**src/rtl/smag_pkg.sv**
```systemverilog
// Shared widths, FSM states and op encoding for the sign-magnitude add/sub arbiter.
// Also provides the result packer that enforces the no-negative-zero rule.
package smag_pkg;

  localparam int MAG_W = 17;
  localparam int OP_W  = 18;
  localparam int RES_W = 19;

  typedef enum logic [1:0] {
    IDLE    = 2'd0,
    LATCH   = 2'd1,
    COMPUTE = 2'd2,
    RESP    = 2'd3
  } state_e;

  localparam logic OP_SUB = 1'b0;
  localparam logic OP_ADD = 1'b1;

  // A zero magnitude always leaves with a positive sign.
  function automatic logic [RES_W-1:0] smag_pack(input logic sign,
                                                 input logic [RES_W-2:0] mag);
    return {sign & (|mag), mag};
  endfunction

endpackage

```
**src/rtl/smag_sub_arbiter_rr_arbiter.sv**
```systemverilog
// Round-robin grant: first asserted request at or above rr_ptr_i, wrapping to index 0.
module rr_arbiter #(
  parameter int NREQ = 4,
  parameter int IDW  = 2
) (
  input  logic [NREQ-1:0] req_i,
  input  logic [IDW-1:0]  rr_ptr_i,
  output logic [NREQ-1:0] grant_o,
  output logic [IDW-1:0]  idx_o,
  output logic            any_valid_o
);

  always_comb begin
    grant_o     = '0;
    idx_o       = '0;
    any_valid_o = 1'b0;
    for (int j = 0; j < NREQ; j++) begin
      if (!any_valid_o && req_i[j] && (IDW'(j) >= rr_ptr_i)) begin
        any_valid_o = 1'b1;
        grant_o[j]  = 1'b1;
        idx_o       = IDW'(j);
      end
    end
    // Nothing at or above the pointer: wrap and take the lowest request.
    for (int j = 0; j < NREQ; j++) begin
      if (!any_valid_o && req_i[j]) begin
        any_valid_o = 1'b1;
        grant_o[j]  = 1'b1;
        idx_o       = IDW'(j);
      end
    end
  end

endmodule

```
**src/rtl/smag_sub_arbiter.sv**
```systemverilog
// Round-robin shared 18-bit sign-magnitude add/subtract unit with valid/ready on
// both sides: IDLE grants, LATCH splits and compares, COMPUTE forms the result, RESP holds it.
module smag_sub_arbiter
  import smag_pkg::*;
#(
  parameter int NREQ = 4,
  parameter int IDW  = 2
) (
  input  logic                   clk,
  input  logic                   rst,
  input  logic [NREQ-1:0]        req_valid,
  output logic [NREQ-1:0]        req_ready,
  input  logic [NREQ*OP_W-1:0]   req_a,
  input  logic [NREQ*OP_W-1:0]   req_b,
  input  logic [NREQ-1:0]        req_op,
  output logic                   resp_valid,
  input  logic                   resp_ready,
  output logic [RES_W-1:0]       resp_z,
  output logic [IDW-1:0]         resp_id,
  output logic                   busy,
  output logic [15:0]            op_count
);

  state_e           state_q, state_d;
  logic [IDW-1:0]   rr_ptr_q, rr_ptr_d;
  logic             resp_valid_q, resp_valid_d;
  logic             busy_q, busy_d;
  logic [15:0]      op_count_q, op_count_d;
  logic [RES_W-1:0] resp_z_q;
  logic [IDW-1:0]   resp_id_q;

  logic [NREQ-1:0]  gnt;
  logic [IDW-1:0]   gnt_idx;
  logic             any_valid;
  logic             accept;

  rr_arbiter #(
    .NREQ (NREQ),
    .IDW  (IDW)
  ) u_arb (
    .req_i       (req_valid),
    .rr_ptr_i    (rr_ptr_q),
    .grant_o     (gnt),
    .idx_o       (gnt_idx),
    .any_valid_o (any_valid)
  );

  assign req_ready = (rst && (state_q == IDLE)) ? gnt : '0;
  assign accept    = (state_q == IDLE) && any_valid;

  logic [OP_W-1:0] a_sel, b_sel;
  logic            op_sel;

  always_comb begin
    a_sel  = '0;
    b_sel  = '0;
    op_sel = OP_SUB;
    for (int i = 0; i < NREQ; i++) begin
      if (gnt[i]) begin
        a_sel  = req_a[i*OP_W +: OP_W];
        b_sel  = req_b[i*OP_W +: OP_W];
        op_sel = req_op[i];
      end
    end
  end

  logic [OP_W-1:0]  a_q, b_q;
  logic             op_q;
  logic [IDW-1:0]   id_q;

  // LATCH stage: split, fold op into B's sign, treat -0 as +0, compare magnitudes
  logic [MAG_W-1:0] a_mag_w, b_mag_w;
  logic             a_sgn_w, b_sgn_w;

  assign a_mag_w = a_q[MAG_W-1:0];
  assign b_mag_w = b_q[MAG_W-1:0];
  assign a_sgn_w = a_q[OP_W-1] & (|a_mag_w);
  assign b_sgn_w = (b_q[OP_W-1] ^ (op_q == OP_SUB)) & (|b_mag_w);

  logic [MAG_W-1:0] a_mag_q, b_mag_q;
  logic             a_sgn_q, b_sgn_q;
  logic             gt_q, eq_q;

  always_ff @(posedge clk) begin
    if (accept) begin
      a_q  <= a_sel;
      b_q  <= b_sel;
      op_q <= op_sel;
      id_q <= gnt_idx;
    end
    if (state_q == LATCH) begin
      a_mag_q <= a_mag_w;
      b_mag_q <= b_mag_w;
      a_sgn_q <= a_sgn_w;
      b_sgn_q <= b_sgn_w;
      gt_q    <= (a_mag_w > b_mag_w);
      eq_q    <= (a_mag_w == b_mag_w);
    end
  end

  // COMPUTE stage: add when effective signs agree, else subtract smaller from larger
  logic [OP_W-1:0]  sum_mag;
  logic [MAG_W-1:0] dif_mag;
  logic             res_sgn;
  logic [OP_W-1:0]  res_mag;
  logic [RES_W-1:0] res_z;

  assign sum_mag = {1'b0, a_mag_q} + {1'b0, b_mag_q};
  assign dif_mag = gt_q ? (a_mag_q - b_mag_q) : (b_mag_q - a_mag_q);

  always_comb begin
    res_sgn = 1'b0;
    res_mag = '0;
    if (a_sgn_q == b_sgn_q) begin
      res_sgn = a_sgn_q;
      res_mag = sum_mag;
    end else if (eq_q) begin
      res_sgn = 1'b0;
      res_mag = '0;
    end else if (gt_q) begin
      res_sgn = a_sgn_q;
      res_mag = {1'b0, dif_mag};
    end else begin
      res_sgn = b_sgn_q;
      res_mag = {1'b0, dif_mag};
    end
  end

  assign res_z = smag_pack(res_sgn, res_mag);

  always_comb begin
    state_d      = state_q;
    rr_ptr_d     = rr_ptr_q;
    resp_valid_d = resp_valid_q;
    op_count_d   = op_count_q;
    unique case (state_q)
      IDLE: begin
        if (any_valid) state_d = LATCH;
      end
      LATCH: begin
        state_d = COMPUTE;
      end
      COMPUTE: begin
        state_d      = RESP;
        resp_valid_d = 1'b1;
      end
      RESP: begin
        if (resp_ready) begin
          state_d      = IDLE;
          resp_valid_d = 1'b0;
          op_count_d   = op_count_q + 16'd1;
          rr_ptr_d     = (id_q == IDW'(NREQ - 1)) ? '0 : id_q + 1'b1;
        end
      end
      default: begin
        state_d      = IDLE;
        resp_valid_d = 1'b0;
      end
    endcase
    busy_d = (state_d != IDLE);
  end

  always_ff @(posedge clk or negedge rst) begin
    if (!rst) begin
      state_q      <= IDLE;
      rr_ptr_q     <= '0;
      resp_valid_q <= 1'b0;
      busy_q       <= 1'b0;
      op_count_q   <= '0;
      resp_z_q     <= '0;
      resp_id_q    <= '0;
    end else begin
      state_q      <= state_d;
      rr_ptr_q     <= rr_ptr_d;
      resp_valid_q <= resp_valid_d;
      busy_q       <= busy_d;
      op_count_q   <= op_count_d;
      if (state_q == COMPUTE) begin
        resp_z_q  <= res_z;
        resp_id_q <= id_q;
      end
    end
  end

  assign resp_valid = resp_valid_q;
  assign resp_z     = resp_z_q;
  assign resp_id    = resp_id_q;
  assign busy       = busy_q;
  assign op_count   = op_count_q;

endmodule

```
**config.mk**
```make
export PLATFORM = sky130hd
export DESIGN_NAME = smag_sub_arbiter
export DESIGN_NICKNAME = d
export VERILOG_FILES = /design/src/rtl/smag_pkg.sv /design/src/rtl/smag_sub_arbiter_rr_arbiter.sv /design/src/rtl/smag_sub_arbiter.sv
export SDC_FILE = /design/constraint.sdc
export NUM_CORES = 1
export LEC_CHECK = 0
export CAP_MARGIN = 20
export CORE_ASPECT_RATIO = 0.75
export CORE_MARGIN = 10
export CORE_UTILIZATION = 50
export CTS_BUF_LIST = sky130_fd_sc_hd__clkbuf_8 sky130_fd_sc_hd__clkbuf_16
export DETAILED_ROUTE_END_ITERATION = 10
export PLACE_DENSITY = 0.8
export SYNTH_ARGS = -nofsm -noshare
export SYNTH_HDL_FRONTEND = slang
export SYNTH_SLANG_ARGS = --single-unit
```
**constraint.sdc**
```tcl
create_clock -name clk -period 4.47 [get_ports clk]
set_input_delay 0.894 -clock clk [delete_from_list [all_inputs] [get_ports clk]]
set_output_delay 0.894 -clock clk [all_outputs]
set_load 0.05 [all_outputs]
```
Yosys cells after proc, flatten, opt, wreduce, memory -nomap -nowiden

Cells that the tools add are included.

Logic and storage cells: 115
Input port bits: 155
Output and inout port bits: 43
Memories kept: 0
Latch bits: 0
Flip-flop bits (word level): 120
Bits in writable memories: 0
ROM bits: 0

Divide/modulo/power cells: 0
Equality and inequality tests: 7
Reductions and logical operators: 29
Add/sub/neg operators: 5
$mul: 0
Order comparisons: 5
Bitwise gates (word level): 5
Shift-type cells: 0
Multiplexer cells: 46

Operators with widths:

| operator                                                                            | number |
|---|---|
| 18-bit 2-to-1 mux                                                                   | 9 |
| 17-bit 2-to-1 mux                                                                   | 2 |
| 17-bit OR reduction                                                                 | 2 |
| 17-bit subtractor                                                                   | 2 |
| 1-bit 2-to-1 mux                                                                    | 25 |
| 17-bit by 17-bit adder with 18-bit output                                           | 1 |
| 18-bit OR reduction                                                                 | 1 |
| 17-bit equality test                                                                | 1 |
| 17-bit greater-than comparator                                                      | 1 |
| 16-bit by 1-bit adder with 16-bit output (second input constant)                    | 1 |
| 2-bit 2-to-1 mux                                                                    | 7 |
| 1-bit logical AND                                                                   | 13 |
| 2-bit case mux with 4 select lines                                                  | 1 |
| 1-bit zero test                                                                     | 7 |
| 2-bit equality test (second input constant)                                         | 3 |
| 1-bit by 2-bit greater-or-equal comparator with 1-bit output (first input constant) | 2 |
| 2-bit greater-or-equal comparator (first input constant)                            | 2 |
| 4-bit 2-to-1 mux                                                                    | 1 |
| 2-bit AND reduction                                                                 | 2 |
| 2-bit nonzero test                                                                  | 2 |
| 1-bit bitwise AND                                                                   | 3 |
| 2-bit by 1-bit adder with 2-bit output (second input constant)                      | 1 |
| 2-bit by 1-bit equality test with 1-bit output (second input constant)              | 1 |
| 2-bit zero test                                                                     | 1 |
| 6 further kinds                                                                     | 6 |

Longest topological paths before layout

Depth in word-level cells: 30
Gate-level depth with buffers: 13
Mapped depth without buffers: 13

Cells and area by module

From an unflattened synthesis, not the netlist that was laid out.

Cell total of the unflattened synthesis: 954
Area total of the unflattened synthesis: 8,602.0 µm²

Modules (own cells, without submodules):

| module           | seq. area each (µm²) | area an instance (µm²) | cells each | instances |
|---|---|---|---|---|
| smag_sub_arbiter | 3,388.2              | 8,379.3                | 921        | 1 |
| rr_arbiter       | 0.0                  | 222.7                  | 33         | 1 |

Worst setup path before layout

Ideal clock, no wire load.

Path kind: in2out
From: input req_valid[1]
To: output req_ready[0]
Setup slack: 1.208 ns
Required time: 3.576 ns
Data arrival time: 2.368 ns
Stages on the path: 7
Buffers on the path: 2
Cells stage by stage: nor2_1 > a21oi_1 > o22ai_1 > and2_1 > clkbuf_1 > clkbuf_1 > and3_1

Cells in the longest elaborated chain, start to end: 15

Ends and longest elaborated chain:

| what                              | RTL line                          | source |
|---|---|---|
| start: declaration                | smag_sub_arbiter.sv:11            | `input logic [NREQ-1:0] req_valid,` |
| 1-bit logical AND * (2 in series) | smag_sub_arbiter_rr_arbiter.sv:18 | `if (!any_valid_o && req_i[j] && (IDW'(j) >= rr_ptr_i)) begin` |
| 1-bit 2-to-1 mux *                | smag_sub_arbiter_rr_arbiter.sv:18 |  |
| 1-bit zero test                   | smag_sub_arbiter_rr_arbiter.sv:18 |  |
| 1-bit logical AND (2 in series)   | smag_sub_arbiter_rr_arbiter.sv:18 |  |
| 1-bit 2-to-1 mux *                | smag_sub_arbiter_rr_arbiter.sv:18 |  |
| 1-bit zero test                   | smag_sub_arbiter_rr_arbiter.sv:18 |  |
| 1-bit logical AND (2 in series)   | smag_sub_arbiter_rr_arbiter.sv:18 |  |
| 1-bit 2-to-1 mux *                | smag_sub_arbiter_rr_arbiter.sv:18 |  |
| 1-bit zero test *                 | smag_sub_arbiter_rr_arbiter.sv:26 | `if (!any_valid_o && req_i[j]) begin` |
| 1-bit logical AND *               | smag_sub_arbiter_rr_arbiter.sv:26 |  |
| 1-bit 2-to-1 mux *                | smag_sub_arbiter_rr_arbiter.sv:26 |  |
| 4-bit 2-to-1 mux *                | smag_sub_arbiter.sv:48            | `assign req_ready = (rst && (state_q == IDLE)) ? gnt : '0;` |
| end: declaration                  | smag_sub_arbiter.sv:12            | `output logic [NREQ-1:0] req_ready,` |

Mark *: on every way between the ends. The rest lies on a longest branch, timed or not.

Worst setup path after layout

From: input req_valid[1]
To: output req_ready[3]

Cells in the longest elaborated chain, start to end: 24
Elaborated cells on any way between the ends: 25
Those cells by class: mux: 9; reduce/logical: 16

Ends and longest elaborated chain:

| what                            | RTL line |
|---|---|
| 1-bit logical AND (2 in series) | smag_sub_arbiter_rr_arbiter.sv:18 |
| 1-bit 2-to-1 mux                | smag_sub_arbiter_rr_arbiter.sv:18 |
| 1-bit zero test                 | smag_sub_arbiter_rr_arbiter.sv:18 |
| 1-bit logical AND (2 in series) | smag_sub_arbiter_rr_arbiter.sv:18 |
| 1-bit 2-to-1 mux                | smag_sub_arbiter_rr_arbiter.sv:18 |
| 1-bit zero test                 | smag_sub_arbiter_rr_arbiter.sv:18 |
| 1-bit logical AND (2 in series) | smag_sub_arbiter_rr_arbiter.sv:18 |
| 1-bit 2-to-1 mux                | smag_sub_arbiter_rr_arbiter.sv:18 |
| [5 not listed]                  | n/a |
| 1-bit 2-to-1 mux                | smag_sub_arbiter_rr_arbiter.sv:26 |
| 1-bit zero test                 | smag_sub_arbiter_rr_arbiter.sv:26 |
| 1-bit logical AND               | smag_sub_arbiter_rr_arbiter.sv:26 |
| 1-bit 2-to-1 mux                | smag_sub_arbiter_rr_arbiter.sv:26 |
| 1-bit zero test                 | smag_sub_arbiter_rr_arbiter.sv:26 |
| 1-bit logical AND               | smag_sub_arbiter_rr_arbiter.sv:26 |
| 1-bit 2-to-1 mux *              | smag_sub_arbiter_rr_arbiter.sv:26 |
| 4-bit 2-to-1 mux *              | smag_sub_arbiter.sv:48 |

Marked as above.

==> reports/summary.txt <==
status: finished, final reports clean
top cell type by total area after synthesis: edfxtp_1
flops & latches, synth: 120
Ports: 198
largest net degree at the start of global routing: 44
via count: 7556
WHS Path Cells: 2
Hold Buf Count CTS: 0
cts bufs inserted: 17
Mapped Cells: 867
Worst-Margin Slew: 1.031 ns
Yosys top cell area share: 0.2804
critical path, cell by cell: clkdlybuf4s50_1 -> nor2_1 -> o221a_2 -> and3_1 -> buf_4
Mapped Area: 0.008247 mm²
Final GP Congestion: 0.9584
Avg Inst Size Synth: 9.512 µm²
Critical Path RT: 3.58 ns
H-tree depth: 4
Max-Cap Viols: 0
RSZ-0062 raised after global routing: no
final WL: 25.27 mm
worst setup margin: 0.7412 ns
# setup viols final: 0
initial DRC count: 989
Clock Sinks: 120
Post-DP HPWL: 19.95 mm
CP Buf/Inv Count: 2
Yosys cell types: 82
net count after synthesis: 1095
number of synthesized flops with an enable pin: 77
Clock Latency Late Sink: 0.43 ns
worst-path maximum fanout: 39
first-pass GRT wire length: 40.11 mm
async set-reset flop share out of synthesis: 0.3583
Levels on crit path: 5
total negative slack: 0 ns
# nets final: 1278
static leakage: 4.623 nW
Startpoint Class: input port
CORE AREA: 0.01612 mm²
Starting Density: 0.5117
Final Hold Fails: 0
CP delay by family, top: compound AO/OA/AOI/OAI gates
Worst Skew: 0.01748 ns
Synth top cells by count: nand2_1 (146), edfxtp_1 (77), ha_1 (70)
Main synth FF type: edfxtp_1
Routed WL per cell: 19.84 µm
Die ar.: 0.02208 mm²
Area Growth Syn to Fin: 33.11%
Reg clk slew, reported paths: 0.05 ns
power per cell area: 626.6 mW/mm²
Warnings, synthesis: 0
Initial DRT Pass Iterations: 9
Worst R2R Setup Slack: 1.07 ns
Crit path arrival time: 2.83 ns
post-synthesis sequential area ratio: 0.4109
top cells by area, synth: edfxtp_1 (28%), dfrtp_1 (13%), ha_1 (11%)
antenna violations before repair: 1
number of fillers in the final layout: 1262
share of layout cells above drive strength 1: 0.06679
dpl ws: 0.7770 ns
CTS root buf: clkbuf_16
row count: 40
Layout Utilization: 0.6811
die span in y: 131.2 µm
achievable clock frequency: 0.2682 GHz
Die Width: 168.3 µm
GRT Residual Overflow: 0
count leader, synth: nand2_1
drt via density: 5.931
post-CTS sizing: 0
crit path kind: input port to output pin
min Tclk post-route: 3.729 ns
Antenna Violating Nets Remaining: 0
setup bufs post-CTS: 0
drc violations: 0
slowest stage delay, CP: 0.74 ns
slowest cell on the critical path: o221a_2
VDD IR max: 0.2716 mV
GRT Overall Usage: 0.2236
CTS tree: yes
Tcrit/Tclk final: 0.8342
Port Buffers: 197
relative slew slack: 0.3100
Slew Limit Fails: 0
Hold Crit Class: flip-flop to flip-flop
CTS Buffer Depth: 2
vias in the first global route: 7442
reg2reg path depth: 10
Worst Setup End Kind: output pin
layer usage:
layer / global-route usage / up-vias / wire length (µm)
li1: - / 3571 / -
met1: 0.2930 / 3546 / 10790
met2: 0.3386 / 398 / 11170
met3: 0.07360 / 41 / 2659
met4: 0.07674 / 0 / 648
met5: 0 / - / 0
placed cells by master, fill, tap and decap left out, types with 11 or more instances in the layout:
cell,Yosys,routed
nor2_1,53,53
nand2b_1,14,14
ha_1,70,70
nand4_1,11,11
and3_1,11,11
xnor2_1,15,15
o21a_1,12,12
o21ai_0,35,35
a21o_1,11,11
dfrtp_1,43,43
inv_1,68,69
o31ai_1,13,13
nand2_1,146,146
a21oi_1,29,29
nor4_1,13,13
nor2b_1,15,14
buf_4,2,11
edfxtp_1,77,77
a222oi_1,37,37
clkbuf_16,0,17
clkdlybuf4s50_1,0,192
worst reg2reg max path: cells and delay by family, from the launching register on:
family	cells	cell delay (ns)
buffers and inverters	1	0.34
AND/OR/NAND/NOR	1	0.08
multiplexers	1	0.34
AO/OA/AOI/OAI	7	1.61
flip-flops	1	0.93
sequential cells by signal, indices dropped and copies added, names as in the netlist, 2 cells and up:
| register | cells |
|---|---|
| a_mag_q | 17 |
| a_q | 18 |
| b_mag_q | 17 |
| b_q | 18 |
| id_q | 2 |
| op_count | 16 |
| resp_id | 2 |
| resp_z | 19 |
| rr_ptr_q | 2 |
| state_q | 2 |
final cells by class:
type,count,area (µm²),area share
Multi-Input combinational cell,635,4415,0.4023
Tap cell,210,262.8,0.02394
Clock buffer,17,425.4,0.03876
Clock inverter,15,158.9,0.01448
Timing Repair Buffer,207,2064,0.1881
Inverter,69,259.0,0.02360
Sequential cell,120,3388,0.3087
Antenna cell,1,2.502,0.0002280
cell families (layout without fill, tap and decap cells):
kind of cell | Yosys count | in the layout | share of synthesized area
buf+inv | 112 | 308 | 0.05462
mux | 13 | 13 | 0.01714
compound gates | 214 | 214 | 0.2004
flops | 120 | 120 | 0.4109
simple gates | 311 | 311 | 0.1771
xor+xnor | 24 | 24 | 0.02640
fa+ha+maj | 73 | 73 | 0.1135
other cells | 0 | 1 | 0
power by group:
part	switching, mW	total (mW)	internal (mW)
combinational	2.19	3.58	1.39
clock	0.506	1.37	0.865
sequential	0.307	1.93	1.62
total	3.00	6.88	3.88
through the flow:
step | hold WS, ns | total power [mW] | cell area [µm²] | instances
2_1_floorplan | 0.4451 | 4.393 | 8247 | 867
3_3_place_gp | 0.4497 | 5.366 | 10380 | 1240
3_5_place_dp | 0.4590 | 5.437 | 10380 | 1240
4_1_cts | 0.4714 | 6.833 | 10960 | 1272
5_1_grt | 0.4932 | 7.334 | 10980 | 1274
6_report | 0.4676 | 6.878 | 10980 | 1274
final timing paths:
kind                              start           end
setup / recovery           req_valid[1]  req_ready[3]
hold / removal                resp_z[1]     resp_z[1]
setup reg to reg                   gt_q    resp_z[18]
hold reg to reg               resp_z[1]     resp_z[1]
max in group asynchronous           rst   rr_ptr_q[0]
min in group asynchronous           rst    resp_z[18]
(Power assumes the default switching activity.)
